### src/rtl/shift_arbiter.sv
// shift_arbiter: round-robin sharing of one 6-bit arithmetic right shifter
// between two ALU requesters, with latched operands and a registered result.

// Shared 6-bit arithmetic right shifter (combinational).
module shift_unit (
  input  logic [5:0] a,
  input  logic [5:0] b,
  output logic [5:0] y_c
);

  // Out-of-range amounts (b >= 8) saturate to pure sign fill.
  always_comb begin
    y_c = '0;
    if (|b[5:3]) begin
      y_c = {6{a[5]}};
    end else begin
      y_c = 6'($signed(a) >>> b[2:0]);
    end
  end

endmodule

module shift_arbiter (
  input  logic       clk,
  input  logic       rst,
  input  logic       req0,
  input  logic [5:0] a0,
  input  logic [5:0] b0,
  input  logic       req1,
  input  logic [5:0] a1,
  input  logic [5:0] b1,
  output logic       gnt0,
  output logic       gnt1,
  output logic       done0,
  output logic       done1,
  output logic [5:0] result,
  output logic       busy
);

  localparam int unsigned W = 6;

  typedef enum logic [1:0] {
    IDLE = 2'd0,
    BUSY = 2'd1,
    RESP = 2'd2
  } state_t;

  state_t         state, nxt_state;
  logic           owner, nxt_owner;
  logic           last, nxt_last;
  logic [W-1:0]   op_a, nxt_op_a;
  logic [W-1:0]   op_b, nxt_op_b;
  logic [W-1:0]   nxt_result;
  logic           nxt_gnt0, nxt_gnt1, nxt_done0, nxt_done1, nxt_busy;
  logic           win;
  logic [W-1:0]   shift_y_c;

  shift_unit u_shift (
    .a   (op_a),
    .b   (op_b),
    .y_c (shift_y_c)
  );

  // State, operand latches and registered outputs.
  always_ff @(posedge clk) begin
    if (rst) begin
      state  <= IDLE;
      owner  <= 1'b0;
      last   <= 1'b1;
      op_a   <= '0;
      op_b   <= '0;
      result <= '0;
      gnt0   <= 1'b0;
      gnt1   <= 1'b0;
      done0  <= 1'b0;
      done1  <= 1'b0;
      busy   <= 1'b0;
    end else begin
      state  <= nxt_state;
      owner  <= nxt_owner;
      last   <= nxt_last;
      op_a   <= nxt_op_a;
      op_b   <= nxt_op_b;
      result <= nxt_result;
      gnt0   <= nxt_gnt0;
      gnt1   <= nxt_gnt1;
      done0  <= nxt_done0;
      done1  <= nxt_done1;
      busy   <= nxt_busy;
    end
  end

  // Next-state, arbitration and output decode from the next state/owner.
  always_comb begin
    nxt_state  = state;
    nxt_owner  = owner;
    nxt_last   = last;
    nxt_op_a   = op_a;
    nxt_op_b   = op_b;
    nxt_result = result;
    win        = 1'b0;

    unique case (state)
      IDLE: begin
        if (req0 || req1) begin
          // On a tie the requester not served last wins.
          win       = (req0 && req1) ? ~last : req1;
          nxt_owner = win;
          nxt_last  = win;
          nxt_op_a  = win ? a1 : a0;
          nxt_op_b  = win ? b1 : b0;
          nxt_state = BUSY;
        end
      end
      BUSY: begin
        nxt_result = shift_y_c;
        nxt_state  = RESP;
      end
      RESP: begin
        nxt_state = IDLE;
      end
      default: begin
        nxt_state = IDLE;
      end
    endcase

    nxt_busy  = (nxt_state != IDLE);
    nxt_gnt0  = nxt_busy && !nxt_owner;
    nxt_gnt1  = nxt_busy && nxt_owner;
    nxt_done0 = (nxt_state == RESP) && !nxt_owner;
    nxt_done1 = (nxt_state == RESP) && nxt_owner;
  end

endmodule

### config.mk
export PLATFORM = sky130hd
export DESIGN_NAME = shift_arbiter
export DESIGN_NICKNAME = d
export VERILOG_FILES = /design/src/rtl/shift_arbiter.sv
export SDC_FILE = /design/constraint.sdc
export NUM_CORES = 1
export LEC_CHECK = 0
export ABC_CLOCK_PERIOD_IN_PS = 1500
export BUFFER_PORTS_ARGS = -buffer_cell sky130_fd_sc_hd__buf_2
export CAP_MARGIN = 20
export CORE_MARGIN = 8
export CORE_UTILIZATION = 27
export CTS_BUF_LIST = sky130_fd_sc_hd__clkbuf_8
export CTS_CLUSTER_SIZE = 30
export DETAILED_ROUTE_END_ITERATION = 16
export GPL_ROUTABILITY_DRIVEN = 1
export HOLD_SLACK_MARGIN = 0.02
export RECOVER_POWER = 25
export SLEW_MARGIN = 25
export SYNTH_ARGS = -nofsm -noshare
export SYNTH_HDL_FRONTEND = slang
export SYNTH_SLANG_ARGS = --single-unit
### constraint.sdc
create_clock -name clk -period 1.5 [get_ports clk]
set_input_delay 0.15 -clock clk [delete_from_list [all_inputs] [get_ports clk]]
set_output_delay 0.15 -clock clk [all_outputs]
set_load 0.005 [all_outputs]
-- Yosys cells after proc, flatten, opt, wreduce, memory -nomap -nowiden
Cells that the tools add are included.
- register bits: 27
- input bits: 28
- output and inout port bits: 11
- logic and storage cells: 34
- eq/ne operators: 2
- shift operators: 1
- muxes and demuxes: 8
- bitwise gates (word level): 1
- reduce and logical (&&, ||, !) cells: 11
- operators with widths (operator ; number):
    $mux 6 ; 3
    $sshr 6x3->6 ; 1
    $logic_and 1x1->1 ; 5
    $pmux 2 s2 ; 1
    $mux 1 ; 3
    $reduce_or 3->1 ; 1
    $eq 2x1->1 const B ; 1
    $eq 2x2->1 const B ; 1
    $logic_not 2->1 ; 1
    $mux 2 ; 1
    $reduce_and 2->1 ; 1
    $reduce_bool 2->1 ; 1
    $logic_not 1->1 ; 1
    $logic_or 1x1->1 ; 1
    $not 1->1 ; 1

-- Logic depth before layout (Yosys ltp)
- depth after elaboration: 6
- depth in mapped cells: 5
- gate-level depth less buffers: 4

-- By module
A second synthesis with hierarchy kept.
- cell total of the unflattened synthesis: 144
- area total of the unflattened synthesis: 1341.3 um^2
- modules (own cells, without submodules) (module ; instances ; cells each ; area each (um^2) ; seq. area each (um^2)):
    shift_arbiter ; 1 ; 116 ; 1128.6 ; 540.5
    shift_unit ; 1 ; 28 ; 212.7 ; 0.0

-- Worst setup path after synthesis
No wires, ideal clock.
- path kind: reg2reg
- from: register op_b[5]
- to: register result[1]
- setup time: 136 ps
- data arrival time: 1090 ps
- required time: 1364 ps
- setup slack: 274 ps
- stages on the path, launching flop included: 5
- path buffers: 0
- clock period less this slack: 1226 ps
- cell sequence: dfxtp_1 or3_4 nor2_4 mux2i_1 a211oi_2
- longest elaborated chain between the ends: 2
- RTL lines (what ; RTL line ; text):
    start, declared ; 52 ; logic [W-1:0] op_b, nxt_op_b;
    start signal, assigned ; 83 ; op_b <= nxt_op_b;
    $reduce_or 3->1 ; 14 ; if (|b[5:3]) begin
    $mux 6 ; 14 ;
    end signal, assigned ; 84 ; result <= nxt_result;
    end, declared ; 36 ; output logic [5:0] result,
No other way between the ends.
A chain may end at the register's enable or synchronous reset.

-- Worst setup path in the final report
- from: register op_b[2]
- to: register result[4]
- longest elaborated chain between the ends: 2
- RTL lines (what ; RTL line ; text):
    $sshr 6x3->6 ; 17 ; y_c = 6'($signed(a) >>> b[2:0]);
    $mux 6 ; 14 ;
No other way between the ends.

==> results.md <==
* Synth area leaders: dfxtp_1 42%, mux2i_1 16%, a211oi_1 5.9%
* RSZ-0062 raised after global routing: no
* Critical Path, Cell by Cell: nor2_1 -> and3_1 -> mux2i_1 -> a211oi_1
* Area share of the largest cell type after synthesis at between 40% and 50%
* CTS Root Cell: clkbuf_8
* Max-cap viol count at 0
* Clk pwr share at approximately 25%
* Tot Pwr at ~0.0016 W
* Util after Layout at between 30% and 40%
* Layout Area Growth over Synthesis at 22.3%
* Resize count post-CTS at 0
* Post-synth top area cell: dfxtp_1
* Mapped cell area at about 0.0013 sq mm
* Post-synthesis mux area share at 15.6%
* FILL cells at between 400 and 500
* Layout Nets at slightly below 200
* Final Non-Filler Cells at ~220
* Clock sink total at 27
* 1st-iter DRT viols at 33
* Final Critical Period at between 1 and 1.5 ns
* FP Rows at 25
* H-tree depth at 1
* EDFF count, synth at 0
* CP Data Arrival Time at about 1.5 ns
* Worst min path class: input port to register
* Ys flop type: dfxtp_1
* Sum of negative setup slack at 0 ns
* Global Route Usage Sum at approximately 8%
* FFs w/ async S/R, synth at 0%
* WL/cell at approximately 12 um
* Post-route DRC at 0
* TritonCTS clock tree: yes
* Postcts setup bufs at 0
* Gate Count Post-Synth at between 100 and 150
* Post-synthesis xor/xnor area fraction at 0%
* Final ANT Viol Nets at 0
* Pin count of the biggest net entering global routing at 26
* Worst VDD drop at between 0.4 and 0.5 mV
* Post-placement cell count at around 220
* Core area at ~0.0047 sq mm
* Status: finished clean
* Data required time of the worst path at between 1.5 and 2 ns
* # IOs at 39
* Syn Area/Cell at roughly 9.6 sq um
* Hold Violations, Final at 0
* Final WL at approximately 2.7 mm
* Grt ovf at 0
* Height of the die at about 85 um
* Multi-input gate area at a little under 700 sq um
* Post-detail-place hpwl at approximately 2.1 mm
* DR vias/cell at around 4.6
* Max incr delay on CP at around 0.57 ns
* Leakage Power at around 0.63 nW
* Cts bufs inserted at 3
* Setup Skew at between 0.003 and 0.004 ns
* Distinct cells, synth at 32
* Commonest cells after routing, fill and taps aside: 31 x buf_2, 27 x dfxtp_1, 20 x mux2i_1
* Sw Ratio at between 20 and 30%
* Worst Max-Slew Pin Slew at 0.471 ns
* Antenna violations before repair at 0
* Post-Synth Adder-Cell Area at 0%
* Part of the cycle the worst path needs at roughly 88%
* First-pass GRT wire length at 4.66 mm
* Sequential Power Share at a little over half
* Die ar. at ~0.0072 sq mm
* Internal power at 0.00116 W
* CP top delay family: flip-flops
* Horiz. Die Dim at about 85 um
* Synth Register Bits at 27
* Simple-gate area share of the yosys netlist at between 10% and 20%
* Fin Hold WS at roughly 0.21 ns
* Buffers on Ports at 38
* WS Path Type: register to register
* Sequential area share after synthesis at a little over two fifths
* Slew Limit Fails at 0
* Main combinational cell family by area after synthesis: compound AO/OA/AOI/OAI gates
* PD cells at 1050 mW/mm^2
* Complex-gate fraction of the synthesized area at a little under a fifth
* Via count at approximately 1.0k
* Register area at around 540 sq um
* Final Setup Violations at 0
* First-pass DRT Iterations at 4
* Number of global-route vias before repair at around 1.0k
* Crit. End Element: register
* Fmax at between 700 and 800 MHz
* CP max stage cell: dfxtp_1
* Buf/Inv on CP at 0
* Gpl congestion at roughly 0.79
* CTS max path bufs at 2
* Ant. Diodes at 0
* Comb pwr share at 22.8%
* Initial Util at 27.5%
* Most common cell after layout, fill and taps aside: buf_2
* Synthesized net count at 162
* Number of synthesis warnings at 0
* P_sw at around 0.00048 W
* Slew Limit Headroom at between 60 and 70%
* CP max FO at 9
* Layout cells sized above 1 at 27.8%
* Post-cts hold buffer count at 0
* Worst-Skew Late Latency at ~0.27 ns
* Crit path launch type: register
* Reg clk slew, reported paths at 0.09 ns
-- sequential cells by signal, indices dropped and copies added (netlist names) --
signal  count
busy        1
result      6
op_a        6
state       2
op_b        6
gnt0        1
last        1
gnt1        1
done1       1
owner       1
done0       1
-- logic make-up (layout without fill, tap and decap cells) --
kind of cell | count (synthesis) | count (layout)
and+or+nand+nor | 45 | 45
buffers and inverters | 10 | 45
muxes | 20 | 20
AOI/OAI and AO/OA | 32 | 32
DFF | 27 | 27
-- metrics by stage --
stage / area (sq um) / setup WS (ns)
after floorplan: 1280 / 0.274
after global placement: 1530 / 0.210
after detailed placement: 1530 / 0.197
after CTS: 1570 / 0.182
after global routing: 1570 / 0.0368
final: 1570 / 0.185
-- routing by layer --
metal  routed length [um]  GRT usage, %
met1                 1360          9.94
met2                 1160          12.1
met3                  160          2.99
met4                   22          2.43
met5                    0             0
-- worst min-delay path, cell delays in order --
cell	delay [ns]
buf_2	0.09
mux2i_1	0.11
a211oi_1	0.08
-- power groups by stage --
| stage | Combinational (W) | Clock, W | Sequential, W |
|---|---|---|---|
| after floorplan | 0.000297 | 0 | 0.000841 |
| after global placement | 0.000381 | 0 | 0.000877 |
| after detailed placement | 0.000383 | 0 | 0.000879 |
| after CTS | 0.000384 | 0.000422 | 0.000862 |
| after global routing | 0.000423 | 0.000442 | 0.000875 |
| final | 0.000373 | 0.000405 | 0.000862 |
-- Yosys cell counts, types with 2 or more instances --
cell type   n
a211oi_1   10
a211oi_2    4
a21oi_1     4
and2_1      2
buf_2       4
clkbuf_1    2
dfxtp_1    27
mux2i_1    20
nand2_1     6
nand2b_1    2
nand3b_1    3
nor2_1     18
nor2b_1     4
nor3_1      4
o211ai_1    2
o21ai_0     4
o21ai_1     3
-- final cells by class --
type / count / share of cell area, %
flip-flops and latches: 27 / 34.5
clock buffers: 3 / 2.64
repair buffers: 40 / 14.1
multi-input cells: 97 / 43.8
clock inverters: 1 / 0.320
well taps: 54 / 4.32
inverters: 1 / 0.240
-- final timing paths --
check	from	endpoint	slack (ns)	cells after the start
worst max-delay path	op_b[2]	result[4]	0.18	4
worst min-delay path	a0[3]	op_a[3]	0.21	3
worst max register to register	op_b[2]	result[4]	0.18	4
worst min register to register	result[3]	result[3]	0.46	2
No activity file was read; power rests on OpenSTA's default activity.
